$ cat config.mk
export PLATFORM = sky130hd
export DESIGN_NAME = square_bouncer
export DESIGN_NICKNAME = d
export VERILOG_FILES = /design/src/rtl/razzle_pkg.sv /design/src/rtl/vs_edge_sync.sv /design/src/rtl/square_bouncer.sv
export SDC_FILE = /design/constraint.sdc
export NUM_CORES = 1
export LEC_CHECK = 0
export BUFFER_PORTS_ARGS = -buffer_cell sky130_fd_sc_hd__buf_4
export CAP_MARGIN = 5
export CORE_MARGIN = 2
export CORE_UTILIZATION = 49
export CTS_CLUSTER_DIAMETER = 50
export DETAILED_ROUTE_END_ITERATION = 10
export PLACE_DENSITY = 0.69
export SETUP_SLACK_MARGIN = 0.3
export SYNTH_ARGS = -nofsm -noshare
export SYNTH_HDL_FRONTEND = slang
export SYNTH_SLANG_ARGS = --single-unit
export TNS_END_PERCENT = 100
$ cat constraint.sdc
create_clock -name CLOCK_50 -period 3.7 [get_ports CLOCK_50]
set_input_delay 0.74 -clock CLOCK_50 [delete_from_list [all_inputs] [get_ports CLOCK_50]]
set_output_delay 0.74 -clock CLOCK_50 [all_outputs]
set_load 0.02 [all_outputs]
$ cat src/rtl/razzle_pkg.sv
// Shared types, screen constants and the per-axis
// position update for the bouncing square.
package razzle_pkg;

  localparam int H_PIX     = 640;
  localparam int V_PIX     = 480;
  localparam int X_MAX_DEF = 511;
  localparam int Y_MAX_DEF = 479;

  typedef enum logic [1:0] {
    WAIT,
    MOVE_X,
    MOVE_Y,
    COMMIT
  } state_t;

  typedef enum logic {
    DIR_POS = 1'b0,
    DIR_NEG = 1'b1
  } dir_t;

  typedef struct packed {
    logic [9:0] pos;
    dir_t       dir;
    logic       rev;
  } axis_t;

  // One axis step; all arithmetic at 10 bits.
  // Landing exactly on a wall keeps direction.
  function automatic axis_t axis_upd(
    input logic [9:0] pos,
    input dir_t       dir,
    input logic [3:0] step,
    input logic [9:0] size,
    input logic [9:0] lim
  );
    axis_t      r;
    logic [9:0] stp;
    stp   = {6'd0, step};
    r.pos = pos;
    r.dir = dir;
    r.rev = 1'b0;
    if (dir == DIR_POS) begin
      if (pos + size - 10'd1 + stp > lim) begin
        r.pos = lim - size + 10'd1;
        r.dir = DIR_NEG;
        r.rev = 1'b1;
      end else begin
        r.pos = pos + stp;
      end
    end else begin
      if (pos < stp) begin
        r.pos = 10'd0;
        r.dir = DIR_POS;
        r.rev = 1'b1;
      end else begin
        r.pos = pos - stp;
      end
    end
    return r;
  endfunction

endpackage

$ cat src/rtl/vs_edge_sync.sv
// Synchronises VGA_VS and flags its falling edge.
// fall is combinational; frame_tick is its registered copy.
module vs_edge_sync (
  input  logic CLOCK_50,
  input  logic Reset,
  input  logic VGA_VS,
  output logic fall,
  output logic frame_tick
);

  logic s1;
  logic s2;
  logic s2_q;

  assign fall = s2_q & ~s2;

  // Two-flop sync, edge history and pulse register.
  // Flops reset high so no edge appears after reset.
  always_ff @(posedge CLOCK_50) begin
    if (Reset) begin
      s1         <= 1'b1;
      s2         <= 1'b1;
      s2_q       <= 1'b1;
      frame_tick <= 1'b0;
    end else begin
      s1         <= VGA_VS;
      s2         <= s1;
      s2_q       <= s2;
      frame_tick <= fall;
    end
  end

endmodule

$ cat src/rtl/square_bouncer.sv
// Moves a square one step per frame and bounces it
// off the screen edges; outputs update atomically.
module square_bouncer
  import razzle_pkg::*;
#(
  parameter int SIZE  = 32,
  parameter int X_MAX = X_MAX_DEF,
  parameter int Y_MAX = Y_MAX_DEF
) (
  input  logic       CLOCK_50,
  input  logic       Reset,
  input  logic       VGA_VS,
  input  logic       Run,
  input  logic [3:0] Step,
  output logic [8:0] x1,
  output logic [8:0] x2,
  output logic [8:0] y1,
  output logic [8:0] y2,
  output logic       frame_tick,
  output logic       bounce,
  output logic [7:0] frame_count
);

  localparam logic [9:0] SZ = 10'(SIZE);
  localparam logic [9:0] XM = 10'(X_MAX);
  localparam logic [9:0] YM = 10'(Y_MAX);
  localparam logic [8:0] SZ_M1 = 9'(SIZE - 1);

  state_t     state;
  logic [9:0] xpos;
  logic [9:0] ypos;
  dir_t       dx;
  dir_t       dy;
  logic       bflag;
  logic       fall;
  axis_t      ux;
  axis_t      uy;
  logic [9:0] xe;
  logic [9:0] ye;

  vs_edge_sync u_sync (
    .CLOCK_50  (CLOCK_50),
    .Reset     (Reset),
    .VGA_VS    (VGA_VS),
    .fall      (fall),
    .frame_tick(frame_tick)
  );

  // Candidate next positions for both axes.
  always_comb begin
    ux = axis_upd(xpos, dx, Step, SZ, XM);
    uy = axis_upd(ypos, dy, Step, SZ, YM);
    xe = xpos + SZ - 10'd1;
    ye = ypos + SZ - 10'd1;
  end

  // Frame counter and move FSM; WAIT exits on the
  // same edge that raises frame_tick.
  always_ff @(posedge CLOCK_50) begin
    if (Reset) begin
      state       <= WAIT;
      xpos        <= 10'd0;
      ypos        <= 10'd0;
      dx          <= DIR_POS;
      dy          <= DIR_POS;
      bflag       <= 1'b0;
      bounce      <= 1'b0;
      frame_count <= 8'd0;
      x1          <= 9'd0;
      x2          <= SZ_M1;
      y1          <= 9'd0;
      y2          <= SZ_M1;
    end else begin
      bounce <= 1'b0;
      if (fall) frame_count <= frame_count + 8'd1;
      unique case (state)
        WAIT: begin
          if (fall && Run) begin
            bflag <= 1'b0;
            state <= MOVE_X;
          end
        end
        MOVE_X: begin
          xpos  <= ux.pos;
          dx    <= ux.dir;
          bflag <= ux.rev;
          state <= MOVE_Y;
        end
        MOVE_Y: begin
          ypos  <= uy.pos;
          dy    <= uy.dir;
          bflag <= bflag | uy.rev;
          state <= COMMIT;
        end
        COMMIT: begin
          x1     <= xpos[8:0];
          x2     <= xe[8:0];
          y1     <= ypos[8:0];
          y2     <= ye[8:0];
          bounce <= bflag;
          state  <= WAIT;
        end
        default: state <= WAIT;
      endcase
    end
  end

endmodule

==> results.md <==
* Status: finished clean
* Largest net degree at the start of global routing at 62
* Max clock buf depth at 2
* Vias in the first global route at 3904
* Drt total wl at 11100 um
* Worst slew pin tran at 1.19 ns
* Max Slew Vio Count at 0
* Worst r2r path cells at 12
* Fillers at 877
* DRT antenna net count at 0
* CTS tree: done
* Setup Viol. Count Final at 0
* Worst endpoint required time at 3.94 ns
* Synth top area share at 0.321
* Clock root buffer: clkbuf_8
* CP bufs+invs at 1
* Post-Syn Area at 4610 sq um
* CP max stage cell: dfxtp_2
* Post-Synthesis Cells at 556
* Synth Area per Inst at 8.30 sq um
* CP Capture Point: ypos[9]
* Die Y at 101 um
* Distinct cells, synth at 71
* Global-route wire length before repair at 18600 um
* Met3 Use GR at 0.0416
* Most frequent cell after synthesis: dfxtp_1
* Gpl congestion at 0.821
* Startpoint Class: flip-flop
* Gr busiest metal: met2
* Leading post-synthesis cells by cell area: dfxtp_1 (32%), ha_1 (8.1%), mux2i_1 (5.9%)
* Mapped Nets at 599
* Nets at 635
* Top FF cell, synth: dfxtp_1
* Area leader, netlist: dfxtp_1
* Die Area at 10200 sq um
* Post-synthesis mux area share at 0.0635
* Synth Area in Compound Gates at 0.187
* Clk_skew at 0.0120 ns
* Kind of critical path: flip-flop to flip-flop
* CORE AREA at 9200 sq um
* Residual DRC at 0
* Seq/Total Area, Yosys at 0.321
* Clock network power share at 0.211
* Total negative setup slack at 0 ns
* Main combinational cell family by area after synthesis: simple AND/OR/NAND/NOR gates
* R2R setup slack at 0.58 ns
* Final worst path period share at 0.844
* Wirelength per Cell at 15.7 um
* Leak pwr at 0.00207 uW
* Number of synthesized flops with an enable pin at 0
* Max IR drop VDD at 0.000317 V
* RSZ-0062 raised after global routing: no
* I/O pin total at 54
* Chip Width at 101 um
* Post-Synth Adder-Cell Area at 0.103
* Clk Latency, worst-skew pair at 0.35 ns
* Met1 usage at 0.275
* GR Util All Layers at 0.225
* Power per cell area at 511 nW/um^2
* DP HPWL at 7730 um
* Crit path launch: ypos[0]
* Relative slew slack at 0.207
* Vias per cell at 5.70
* DRT Pass-1 Iters at 4
* Fin crit period at 3.12 ns
* Seq cells post-synth at 74
* Endpoints failing hold at 0
* IO buf count at 53
* Int Pwr at 1580 uW
* NetSw at 1090 uW
* ANT cells at 0
* Starting Density at 0.502
* H-tree Lvls at 3
* Vias at 4039
* Combinational power share at 0.439
* Hold buffer count at cts at 0
* Post-layout util at 0.569
* Layout cells sized above 1 at 0.157
* Kind of cell adding the most delay to the critical path: compound AO/OA/AOI/OAI gates
* Max Fclk at 320 MHz
* Crit-path max cell delay at 0.40 ns
* R2r startpoint: ypos[0]
* Antenna violations before repair at 0
* CTS Sinks at 74
* CP Depth at 12
* Crit path top cell by count: ha_1
* Met2 Track Usage GR at 0.395
* Xor/xnor cell area share of the yosys netlist at 0.0551
* Max-cap violations at 0
* Commonest cells post-synth: dfxtp_1 (74), nor2_1 (67), nand2_1 (58)
* Rows at 35
* Worst min-delay path category: flip-flop to flip-flop
* Num CTS Buffers at 9
* Sequential fraction of design power at 0.350
* Synth Area in Simple Gates at 0.221
* Sw frac at 0.410
* Synthesis Warnings at 0
* Aggregate global routing overflow at 0
* CP max FO at 8
* RR Endpoint: ypos[9]
* Layout area overhead at 13.5%
* Clk slew on worst S/H paths at 0.09 ns
* WP data arrival at 3.36 ns
* Asr flop ratio synth at 0
* 1st-iter DRT viols at 138
* Crit end category: flip-flop
* Critical-path cell list: inv_1, ha_1, xor2_1, ha_1, nor2b_1, o21ai_0, a21o_1, a221o_1, o311ai_4, a21oi_2, o31a_1, o221a_1
## state kept, by name (all words and copies together), names as in the netlist, 2 cells and up
signal / cells
ypos: 10
frame_count: 8
x1: 9
y1: 9
x2: 9
y2: 9
state: 2
xpos: 10
## repair_timing
item	4_1_cts	5_1_grt
endpoints found under the setup margin	0	3
setup buffers	0	0
resized for setup	0	2
## cell families (layout without fill, tap and decap cells)
logic type	after synthesis	after routing
AOI/OAI and AO/OA	125	125
xor gates and xnor gates	29	29
adders and majority gates	35	35
buffers and inverters	58	99
DFF	74	74
muxes	29	29
and+or+nand+nor	206	206
## per-layer routing
layer | share of wire | vias up | wire, um
met5 | 0 | - | 0
met4 | 0.017 | 0 | 184
met3 | 0.042 | 15 | 465
met2 | 0.50 | 80 | 5560
met1 | 0.44 | 1923 | 4900
li1 | - | 2021 | -
## final cells by class
cell class	instances	area [sq um]	share of cell area
multi-input combinational	424	2910	0.556
sequential	74	1480	0.284
timing repair buffer	58	435	0.0832
tap	111	139	0.0265
clock buffer	10	128	0.0244
inverter	25	93.8	0.0179
clock inverter	6	43.8	0.00837
## worst min-delay path by stage
stage	from	end	slack, ns	cells after the start
5_1_grt	u_sync.s1	u_sync.s2	0.44	1
6_report	u_sync.s1	u_sync.s2	0.41	1
3_5_place_dp	u_sync.s1	u_sync.s2	0.40	1
2_1_floorplan	u_sync.s1	u_sync.s2	0.39	1
3_3_place_gp	u_sync.s1	u_sync.s2	0.39	1
4_1_cts	u_sync.s1	u_sync.s2	0.42	1
## power by group through the flow
stage          clock network (uW)  logic, uW  registers (uW)
5_1_grt                       618       1320             943
3_5_place_dp                    0       1160             953
2_1_floorplan                   0        912             935
4_1_cts                       581       1170             933
3_3_place_gp                    0       1130             948
6_report                      564       1170             934
## cell usage in the layout (no fill, tap or decap), drive strengths merged, types with 4 or more instances in the layout
cell,synthesis,routed
nand3,12,12
or2,5,5
nor2b,8,8
nor3,11,11
a21oi,30,30
mux2i,27,27
a21o,6,6
nand2,58,58
ha,30,30
nor4b,4,4
a31oi,4,4
or3,4,4
xor2,17,17
a211oi,12,12
nor3b,5,5
xnor2,12,12
nand2b,6,6
clkbuf,27,10
nor2,67,67
o211ai,6,6
dfxtp,74,74
clkinv,2,7
o21ai,29,29
and2,6,6
and3,7,7
fa,5,5
inv,23,23
buf,6,58
## per-stage QoR
stage	instance area [sq um]	instances	total power, uW	setup WS, ns	hold WS (ns)
floorplan	4610	556	1850	0.779	0.389
global placement	5060	692	2080	0.444	0.394
finish	5230	708	2670	0.579	0.412
detailed placement	5060	692	2120	0.353	0.397
global route	5230	708	2880	0.325	0.442
CTS	5230	708	2690	0.454	0.416
Note: power is estimated with default switching activity, not from simulation.
